<file path="src/rtl/axil_manager.sv">
// axil_manager: AXI4-Lite manager that runs one read or write transaction per accepted command.
//
// Command port  : cmd_valid_in/cmd_ready_out handshake with cmd_write_in, cmd_addr_in,
//                 cmd_wdata_in and cmd_wstrb_in.
// Response port : rsp_valid_out/rsp_ready_in handshake with rsp_resp_out (BRESP/RRESP) and
//                 rsp_rdata_out (zero for writes).
// AXI-Lite      : AW, W, B, AR and R channels (axi_*). Only one transaction is outstanding.
// Optional      : define AXIL_MANAGER_WATCHDOG_EN to add the sticky timeout_out flag, which is
//                 set after TIMEOUT_CYCLES cycles in one wait state. It never aborts a transaction.
// All outputs come straight from registers.
module axil_manager #(
    parameter int unsigned DATA_WIDTH    = 32,
    parameter int unsigned ADDRESS_WIDTH = 4
`ifdef AXIL_MANAGER_WATCHDOG_EN
    ,
    parameter int unsigned TIMEOUT_CYCLES = 16
`endif
) (
    input  logic                      axi_aclk_in,
    input  logic                      axi_aresetn_in,
    // command port
    input  logic                      cmd_valid_in,
    output logic                      cmd_ready_out,
    input  logic                      cmd_write_in,
    input  logic [ADDRESS_WIDTH-1:0]  cmd_addr_in,
    input  logic [DATA_WIDTH-1:0]     cmd_wdata_in,
    input  logic [DATA_WIDTH/8-1:0]   cmd_wstrb_in,
    // response port
    output logic                      rsp_valid_out,
    input  logic                      rsp_ready_in,
    output logic [1:0]                rsp_resp_out,
    output logic [DATA_WIDTH-1:0]     rsp_rdata_out,
    // AW channel
    output logic [ADDRESS_WIDTH-1:0]  axi_awaddr_out,
    output logic [2:0]                axi_awprot_out,
    output logic                      axi_awvalid_out,
    input  logic                      axi_awready_in,
    // W channel
    output logic [DATA_WIDTH-1:0]     axi_wdata_out,
    output logic [DATA_WIDTH/8-1:0]   axi_wstrb_out,
    output logic                      axi_wvalid_out,
    input  logic                      axi_wready_in,
    // B channel
    input  logic [1:0]                axi_bresp_in,
    input  logic                      axi_bvalid_in,
    output logic                      axi_bready_out,
    // AR channel
    output logic [ADDRESS_WIDTH-1:0]  axi_araddr_out,
    output logic [2:0]                axi_arprot_out,
    output logic                      axi_arvalid_out,
    input  logic                      axi_arready_in,
    // R channel
    input  logic [DATA_WIDTH-1:0]     axi_rdata_in,
    input  logic [1:0]                axi_rresp_in,
    input  logic                      axi_rvalid_in,
    output logic                      axi_rready_out
`ifdef AXIL_MANAGER_WATCHDOG_EN
    ,
    output logic                      timeout_out
`endif
);

    localparam int unsigned StrbWidth = DATA_WIDTH / 8;

    typedef enum logic [2:0] {
        StIdle, StWrReq, StWrResp, StRdReq, StRdResp, StDone
    } state_e;

    state_e                     state_q, state_d;
    logic                       cmd_ready_q, cmd_ready_d;
    logic                       awvalid_q, awvalid_d;
    logic                       wvalid_q, wvalid_d;
    logic                       bready_q, bready_d;
    logic                       arvalid_q, arvalid_d;
    logic                       rready_q, rready_d;
    logic                       rsp_valid_q, rsp_valid_d;
    logic [1:0]                 rsp_resp_q, rsp_resp_d;
    logic [DATA_WIDTH-1:0]      rsp_rdata_q, rsp_rdata_d;
    logic [ADDRESS_WIDTH-1:0]   addr_q, addr_d;
    logic [DATA_WIDTH-1:0]      wdata_q, wdata_d;
    logic [StrbWidth-1:0]       wstrb_q, wstrb_d;
    logic                       cmd_accept;

    assign cmd_accept = cmd_valid_in && cmd_ready_q;

    always_comb begin
        state_d     = state_q;
        cmd_ready_d = cmd_ready_q;
        awvalid_d   = awvalid_q;
        wvalid_d    = wvalid_q;
        bready_d    = bready_q;
        arvalid_d   = arvalid_q;
        rready_d    = rready_q;
        rsp_valid_d = rsp_valid_q;
        rsp_resp_d  = rsp_resp_q;
        rsp_rdata_d = rsp_rdata_q;
        addr_d      = addr_q;
        wdata_d     = wdata_q;
        wstrb_d     = wstrb_q;
        unique case (state_q)
            StIdle: begin
                if (cmd_accept) begin
                    cmd_ready_d = 1'b0;
                    addr_d      = cmd_addr_in;
                    wdata_d     = cmd_wdata_in;
                    wstrb_d     = cmd_wstrb_in;
                    if (cmd_write_in) begin
                        state_d   = StWrReq;
                        awvalid_d = 1'b1;
                        wvalid_d  = 1'b1;
                    end else begin
                        state_d   = StRdReq;
                        arvalid_d = 1'b1;
                    end
                end
            end
            StWrReq: begin
                // AW and W complete independently; a low valid means that channel is done.
                awvalid_d = awvalid_q && !axi_awready_in;
                wvalid_d  = wvalid_q && !axi_wready_in;
                if (!awvalid_d && !wvalid_d) begin
                    state_d  = StWrResp;
                    bready_d = 1'b1;
                end
            end
            StWrResp: begin
                if (axi_bvalid_in && bready_q) begin
                    state_d     = StDone;
                    bready_d    = 1'b0;
                    rsp_valid_d = 1'b1;
                    rsp_resp_d  = axi_bresp_in;
                    rsp_rdata_d = '0;
                end
            end
            StRdReq: begin
                if (axi_arready_in) begin
                    state_d   = StRdResp;
                    arvalid_d = 1'b0;
                    rready_d  = 1'b1;
                end
            end
            StRdResp: begin
                if (axi_rvalid_in && rready_q) begin
                    state_d     = StDone;
                    rready_d    = 1'b0;
                    rsp_valid_d = 1'b1;
                    rsp_resp_d  = axi_rresp_in;
                    rsp_rdata_d = axi_rdata_in;
                end
            end
            StDone: begin
                if (rsp_ready_in) begin
                    state_d     = StIdle;
                    rsp_valid_d = 1'b0;
                    cmd_ready_d = 1'b1;
                end
            end
            default: state_d = StIdle;
        endcase
    end

    always_ff @(posedge axi_aclk_in or negedge axi_aresetn_in) begin
        if (!axi_aresetn_in) begin
            state_q     <= StIdle;
            cmd_ready_q <= 1'b1;
            awvalid_q   <= 1'b0;
            wvalid_q    <= 1'b0;
            bready_q    <= 1'b0;
            arvalid_q   <= 1'b0;
            rready_q    <= 1'b0;
            rsp_valid_q <= 1'b0;
            rsp_resp_q  <= 2'b00;
            rsp_rdata_q <= '0;
            addr_q      <= '0;
            wdata_q     <= '0;
            wstrb_q     <= '0;
        end else begin
            state_q     <= state_d;
            cmd_ready_q <= cmd_ready_d;
            awvalid_q   <= awvalid_d;
            wvalid_q    <= wvalid_d;
            bready_q    <= bready_d;
            arvalid_q   <= arvalid_d;
            rready_q    <= rready_d;
            rsp_valid_q <= rsp_valid_d;
            rsp_resp_q  <= rsp_resp_d;
            rsp_rdata_q <= rsp_rdata_d;
            addr_q      <= addr_d;
            wdata_q     <= wdata_d;
            wstrb_q     <= wstrb_d;
        end
    end

`ifdef AXIL_MANAGER_WATCHDOG_EN
    localparam int unsigned WdWidth = $clog2(TIMEOUT_CYCLES + 1);
    localparam logic [WdWidth-1:0] WdLimit = WdWidth'(TIMEOUT_CYCLES);

    logic [WdWidth-1:0] wd_cnt_q, wd_cnt_d;
    logic               timeout_q, timeout_d;
    logic               wd_wait;

    always_comb begin
        wd_wait   = (state_q == StWrReq) || (state_q == StWrResp) ||
                    (state_q == StRdReq) || (state_q == StRdResp);
        wd_cnt_d  = wd_cnt_q;
        timeout_d = timeout_q;
        if (state_d != state_q) begin
            wd_cnt_d = '0;
        end else if (wd_wait && (wd_cnt_q != WdLimit)) begin
            wd_cnt_d = wd_cnt_q + WdWidth'(1);
        end
        if (wd_wait && (state_d == state_q) && (wd_cnt_d == WdLimit)) begin
            timeout_d = 1'b1;
        end
        if (cmd_accept) begin
            timeout_d = 1'b0;
        end
    end

    always_ff @(posedge axi_aclk_in or negedge axi_aresetn_in) begin
        if (!axi_aresetn_in) begin
            wd_cnt_q  <= '0;
            timeout_q <= 1'b0;
        end else begin
            wd_cnt_q  <= wd_cnt_d;
            timeout_q <= timeout_d;
        end
    end

    assign timeout_out = timeout_q;
`endif

    assign cmd_ready_out   = cmd_ready_q;
    assign rsp_valid_out   = rsp_valid_q;
    assign rsp_resp_out    = rsp_resp_q;
    assign rsp_rdata_out   = rsp_rdata_q;
    assign axi_awaddr_out  = addr_q;
    assign axi_awprot_out  = 3'b000;
    assign axi_awvalid_out = awvalid_q;
    assign axi_wdata_out   = wdata_q;
    assign axi_wstrb_out   = wstrb_q;
    assign axi_wvalid_out  = wvalid_q;
    assign axi_bready_out  = bready_q;
    assign axi_araddr_out  = addr_q;
    assign axi_arprot_out  = 3'b000;
    assign axi_arvalid_out = arvalid_q;
    assign axi_rready_out  = rready_q;

endmodule

</file>
<file path="config.mk">
export PLATFORM = sky130hd
export DESIGN_NAME = axil_manager
export DESIGN_NICKNAME = d
export VERILOG_FILES = /design/src/rtl/axil_manager.sv
export SDC_FILE = /design/constraint.sdc
export NUM_CORES = 1
export LEC_CHECK = 0
export ABC_AREA = 1
export BUFFER_PORTS_ARGS = -buffer_cell sky130_fd_sc_hd__buf_2
export CAP_MARGIN = 20
export CORE_ASPECT_RATIO = 1.5
export CORE_MARGIN = 2
export CORE_UTILIZATION = 43
export CTS_BUF_LIST = sky130_fd_sc_hd__clkbuf_4 sky130_fd_sc_hd__clkbuf_8
export DETAILED_ROUTE_END_ITERATION = 7
export PLACE_DENSITY = 0.84
export RECOVER_POWER = 25
export REMOVE_ABC_BUFFERS = 1
export SYNTH_ARGS = -nofsm -noshare
export SYNTH_HDL_FRONTEND = slang
export SYNTH_SLANG_ARGS = --single-unit
</file>
<file path="constraint.sdc">
create_clock -name axi_aclk_in -period 1.45 [get_ports axi_aclk_in]
set_input_delay 0.2175 -clock axi_aclk_in [delete_from_list [all_inputs] [get_ports axi_aclk_in]]
set_output_delay 0.2175 -clock axi_aclk_in [all_outputs]
set_load 0.03 [all_outputs]
</file>
==> results.sh, run 1 <==
export IMPL_holdPathEnd="axi_wdata_out[0]"
export IMPL_dr_pass1_iters=4
export IMPL_clkTransAtPathRegs_ns=0.08
export IMPL_hold_path_class="in -> reg"
export IMPL_n_antenna_cell=0
export IMPL_status="finished with violations"
export IMPL_crit_path_top_delay_cell="dfrtp_2"
export IMPL_die_h_um=116
export IMPL_synthToLayoutAreaGrowth_pct=51.8
export IMPL_cts_tree="yes"
export IMPL_holdCritStartpoint="cmd_wdata_in[0]"
export IMPL_grt_max_degree=85
export IMPL_die_w_um=78.6
export IMPL_busiest_layer="met2"
export IMPL_setup_viol=28
export IMPL_htree_num_levels=3
export IMPL_maxSlewHeadroom=0.504
export IMPL_crit_arrival_ns=1.79
export IMPL_period_share=1.04
export IMPL_failed_checks="setup timing"
export IMPL_dpl_hpwl_um=6350
export IMPL_hold_path_depth=3
export IMPL_drive_above_1_share=0.483
export IMPL_worstPathRequired_ns=1.72
export IMPL_antenna_left=0
export IMPL_path_class="reg -> reg"
export IMPL_crit_chain="nor2_4 > buf_6 > nand3_4 > nand3_4 > buf_6 > clkbuf_16 > nand2_2 > o21ai_1"
export IMPL_final_common_cell="nand2_1"
export IMPL_hold_violations=0
export IMPL_root_buffer="clkbuf_8"
export IMPL_drc=0
export IMPL_ys_warn_count=0
export IMPL_ctsLongestPathBuffers=2
export IMPL_end_kind="flip-flop"
export IMPL_fmax_ghz=0.660
export IMPL_leakage_nw=3.07
export IMPL_final_core_util=0.676
export IMPL_syn_area_um2=3590
export IMPL_drt_iter0_markers=195
export IMPL_grt_use_met1=0.233
export IMPL_core_area_um2=8060
export IMPL_path_buf_inv=3
export IMPL_mostFrequentLayoutCells="nand2_1 (193), buf_2 (169), dfrtp_1 (82)"
export IMPL_finClkSkew_ns=0.0128
export IMPL_power_mw=14.5
export IMPL_ff2ff_path_depth=8
export IMPL_globalRouteMet2Util=0.342
export IMPL_cts_sinks=84
export IMPL_gr_total_overflow=0
export IMPL_timing_rr_start="state_q[2]"
export IMPL_cap_violations=0
export IMPL_wl_um=11000
export IMPL_initial_core_util=0.445
export IMPL_nets=706
export IMPL_finalCriticalPeriod_ns=1.51
export IMPL_io_buffer_count=170
export IMPL_wire_per_inst_um=15.0
export IMPL_synth_cells=421
export IMPL_rsz0062_at_grt="true"
export IMPL_via_per_inst=4.87
export IMPL_slew_violations=0
export IMPL_first_global_vias=3146
export IMPL_ys_ff_latch=84
export IMPL_critPathTopFamily="simple AND/OR/NAND/NOR gates"
export IMPL_ys_types=26
export IMPL_crit_path_max_incr_delay_ns=0.45
export IMPL_grt_pass1_wl_um=14200
export IMPL_grt_use_total=0.199
export IMPL_synth_yosys_seq_area_share=0.586
export IMPL_clk_latency_ns=0.35
export IMPL_crit_fanout=7
export IMPL_post_place_ws_ns=-0.0802
export IMPL_vias=3557
export IMPL_r2r_end="rsp_rdata_out[15]"
export IMPL_pwr_density_cell_nw_per_um2=2670
export IMPL_row_count=40
export IMPL_syn_area_per_cell_um2=8.53
export IMPL_met3_usage=0.0397
export IMPL_io_pins=177
export IMPL_timing_final_ws_setup_ns=-0.0641
export IMPL_die_area_um2=9110
export IMPL_antenna_found_initial=0
export IMPL_cp_start_kind="flip-flop"
export IMPL_r2r_slack_ns=-0.06
export IMPL_cts_buffers_inserted=9
export IMPL_irDropWorstVdd_mv=1.69
export IMPL_tightest_slew_ns=0.744
export IMPL_place_congestion=0.867
export IMPL_hold_slack_ns=0.0603
## state kept, by name, summed over array words and instances (netlist names)
name and cells:
axi_wdata_out 32, rsp_resp_out 2, axi_rready_out 1, rsp_valid_out 1
axi_wvalid_out 1, axi_arvalid_out 1, axi_bready_out 1, axi_wstrb_out 4
cmd_ready_out 1, axi_araddr_out 4, state_q 3, axi_awvalid_out 1
rsp_rdata_out 32
## how the worst max path moves through the flow
stage | slack [ns] | cells past startpoint | end | start
3_5_place_dp | -0.08 | 6 | axi_wdata_out[28] | state_q[2]
3_3_place_gp | -0.008 | 6 | axi_wdata_out[17] | state_q[2]
4_1_cts | 0.008 | 7 | rsp_rdata_out[13] | state_q[0]
6_report | -0.06 | 8 | rsp_rdata_out[15] | state_q[2]
2_1_floorplan | -0.85 | 5 | axi_araddr_out[0] | cmd_ready_out
5_1_grt | -0.1 | 8 | rsp_rdata_out[15] | state_q[2]
## cell families (layout without fill, tap and decap cells)
| family | after synthesis | count (layout) | synth area share |
|---|---|---|---|
| flops | 84 | 84 | 0.586 |
| buf+inv | 45 | 244 | 0.0687 |
| compound gates | 39 | 39 | 0.0669 |
| other cells | 1 | 6 | 0.00104 |
| simple gates | 252 | 252 | 0.277 |
## layer usage
layer,vias to the layer above,part of all wire
li1,1685,-
met3,28,0.052
met5,-,0
met1,1684,0.38
met4,0,0.028
met2,160,0.54
## worst register-to-register path, cell delays in order (launching register included)
cell,delay [ns]
dfrtp_2,0.45
nor2_4,0.19
buf_6,0.13
nand3_4,0.09
nand3_4,0.15
buf_6,0.14
clkbuf_16,0.16
nand2_2,0.04
o21ai_1,0.09
## through the flow
stage	setup TNS (ns)	cell area [um^2]	cells
after CTS	0	4840	704
after global placement	-0.00897	4560	685
after global routing	-2.32	5450	730
after floorplan	-42.80	3420	397
final	-0.511	5450	730
after detailed placement	-2.55	4560	685
## timing repair
item                                   4_1_cts  5_1_grt
endpoints found under the hold margin       83        0
pin swaps                                    4       11
resized for setup                            8      101
hold buffers                                 1        0
setup endpoints to repair                   78       80
setup buffers                                2       16
cloned                                       0       11
## power by group
| group | switching [mW] | total [mW] | internal, mW |
|---|---|---|---|
| sequential | 0.758 | 4.20 | 3.44 |
| combinational | 5.41 | 8.47 | 3.06 |
| clock | 0.822 | 1.88 | 1.05 |
| total | 6.99 | 14.5 | 7.56 |
## final cells by class
| cell class | count | area, um^2 |
|---|---|---|
| Timing Repair inverter | 1 | 8.76 |
| Inverter | 16 | 80.1 |
| Sequential cell | 84 | 2100 |
| Clock buffer | 12 | 153 |
| Tap cell | 105 | 131 |
| Timing Repair Buffer | 211 | 1390 |
| Multi-Input combinational cell | 297 | 1510 |
| Clock inverter | 4 | 72.6 |
| Fill cell | 656 | 2610 |
## synth_stat cells
library cell  count  area [um^2]
o21bai_1          1         7.51
a21oi_1           2         10.0
nand3_1           9         45.0
inv_2             3         11.3
dfstp_2           1         26.3
nand3_4           1         17.5
nor2_1            3         11.3
dfrtp_1          83         2080
nand4_1           3         18.8
nor2_2            2         12.5
nand3_2           1         10.0
o21ai_1           5         25.0
o21ai_0          19         95.1
o21ai_2          10         87.6
nand2_2           1         6.26
clkbuf_1          6         22.5
o31ai_1           1         7.51
inv_4             1         6.26
buf_6             3         33.8
nand3b_1          1         7.51
nand2_1         231          867
buf_4            11         82.6
buf_2             9         45.0
inv_1            12         45.0
a22oi_1           1         7.51
conb_1            1         3.75
No activity file was read; power rests on OpenSTA's default activity.
==> run 2, diff against run 1 <==
Settings changed: CORE_UTILIZATION 43 to 51, PLACE_DENSITY 0.84 to 0.93, RECOVER_POWER 25 to unset.
Clock period 1.45 ns to 1.75 ns, I/O delays scaled along.
==> results.sh, run 2 (synthesized netlist as in run 1, its figures left out) <==
export IMPL_wire_per_inst_um=13.2
export IMPL_p_seq_frac=0.338
export IMPL_end_kind="flip-flop"
export IMPL_drt_iter0_markers=198
export IMPL_antenna_found_initial=0
export IMPL_finalCriticalPeriod_ns=1.65
export IMPL_mostFrequentLayoutCells="nand2_1 (231), buf_2 (169), dfrtp_1 (83)"
export IMPL_die_w_um=72.5
export IMPL_htree_num_levels=3
export IMPL_p_switching_mw=4.90
export IMPL_tightest_slew_ns=0.647
export IMPL_grt_pass1_wl_um=14100
export IMPL_hold_path_depth=3
export IMPL_leakage_nw=2.75
export IMPL_n_antenna_cell=0
export IMPL_crit_fanout=40
export IMPL_pwr_share_clk=0.144
export IMPL_power_mw=10.0
export IMPL_grt_use_total=0.235
export IMPL_pwr_density_cell_nw_per_um2=2140
export IMPL_cap_violations=0
export IMPL_cts_tree="yes"
export IMPL_first_global_vias=3235
export IMPL_timing_rr_start="state_q[2]"
export IMPL_synthToLayoutAreaGrowth_pct=30.6
export IMPL_rsz0062_at_grt="false"
export IMPL_irDropWorstVdd_mv=1.20
export IMPL_io_buffer_count=170
export IMPL_cp_start_kind="flip-flop"
export IMPL_row_count=37
export IMPL_path_class="reg -> reg"
export IMPL_finClkSkew_ns=0.0118
export IMPL_initial_core_util=0.524
export IMPL_cts_buffers_inserted=9
export IMPL_antenna_left=0
export IMPL_setup_viol=0
export IMPL_ff2ff_path_depth=6
export IMPL_holdPathEnd="axi_wdata_out[17]"
export IMPL_root_buffer="clkbuf_8"
export IMPL_worstPathRequired_ns=2.04
export IMPL_wl_um=8840
export IMPL_dr_pass1_iters=4
export IMPL_crit_arrival_ns=1.94
export IMPL_nets=672
export IMPL_startpoint="state_q[2]"
export IMPL_grt_max_degree=42
export IMPL_final_cells=669
export IMPL_period_share=0.944
export IMPL_gr_total_overflow=0
export IMPL_dpl_hpwl_um=6630
export IMPL_crit_path_max_incr_delay_ns=0.47
export IMPL_clk_latency_ns=0.35
export IMPL_slew_violations=0
export IMPL_die_area_um2=7740
export IMPL_fmax_ghz=0.606
export IMPL_die_h_um=107
export IMPL_maxSlewHeadroom=0.568
export IMPL_ctsLongestPathBuffers=2
export IMPL_drc=0
export IMPL_clkTransAtPathRegs_ns=0.08
export IMPL_post_cts_resized=0
export IMPL_hold_path_class="in -> reg"
export IMPL_crit_chain="nor2_2 > nand2_1 > nor2_2 > buf_4 > nand2_1 > nand2_1"
export IMPL_p_int_mw=5.11
export IMPL_combPwrFrac=0.518
export IMPL_holdCritStartpoint="cmd_wdata_in[17]"
export IMPL_dp_cells=652
export IMPL_cts_sinks=84
export IMPL_via_per_inst=4.89
export IMPL_r2r_slack_ns=0.1
export IMPL_place_congestion=0.934
export IMPL_hold_violations=0
export IMPL_final_common_cell="nand2_1"
export IMPL_drive_above_1_share=0.360
export IMPL_r2r_end="axi_wdata_out[12]"
export IMPL_core_area_um2=6850
export IMPL_crit_path_top_delay_cell="dfrtp_1"
export IMPL_status="finished clean"
export IMPL_cp_common_cell="nand2_1"
export IMPL_io_pins=177
export IMPL_vias=3273
export IMPL_swShare=0.489
## run 2: cell types whose count changed in the layout (fill, tap and decap cells not counted), sizes merged
cell	before	now
clkbuf	20	15
buf	202	177
clkinv	2	0
clkinvlp	1	0
bufinv	2	1
## run 2: critical path: cells and delay by family (launching register included)
| kind | cells | cell delay (ns) |
|---|---|---|
| buf+inv | 1 | 0.37 |
| flops | 1 | 0.47 |
| simple gates | 5 | 0.73 |
## run 2: repair_timing
item,in CTS,in global routing
endpoints found under the hold margin,27,0
setup buffers,0,0
hold buffers,1,0
## run 2: power by group through the flow
stage               Clock (mW)  Combinational (mW)  Sequential, mW
floorplan                    0                1.66            5.18
global placement             0                5.06            3.35
detailed placement           0                5.23            3.41
CTS                       1.47                5.23            3.38
global route              1.55                5.66            3.48
finish                    1.44                5.19            3.38
## run 2: routing by layer
metal  vias to the layer above  global-route usage  part of all wire
li1                       1614                   -                 -
met1                      1499               0.259              0.38
met2                       139               0.418              0.53
met3                        21              0.0414             0.060
met4                         0               0.132             0.026
met5                         -                   0                 0
## run 2: cell type report
cell class	instances	area, um^2
flip-flops and latches	84	2100
clock inverters	1	30.0
repair buffers	178	953
clock buffers	15	181
multi-input cells	297	1260
well taps	78	97.6
fillers	554	2160
inverters	16	62.6
## run 2: worst max path at each step
stage | slack [ns] | cells after the start | end
finish | 0.1 | 6 | axi_wdata_out[12]
global route | 0.009 | 6 | axi_wdata_out[12]
CTS | 0.11 | 6 | axi_wdata_out[12]
detailed placement | 0.12 | 6 | axi_wdata_out[12]
global placement | 0.20 | 6 | axi_wdata_out[12]
floorplan | -0.55 | 5 | axi_araddr_out[0]
## run 2: through the flow
step	TNS [ns]	cell area, um^2	utilization	worst slack, ns	hold slack (ns)
2_1_floorplan	-22.62	3420	-	-0.552	-0.0331
3_3_place_gp	0	4470	0.652	0.203	0.211
3_5_place_dp	0	4470	0.652	0.118	0.216
4_1_cts	0	4690	0.684	0.107	0.0960
5_1_grt	0	4690	0.684	0.00926	0.108
6_report	0	4690	0.684	0.0988	0.111
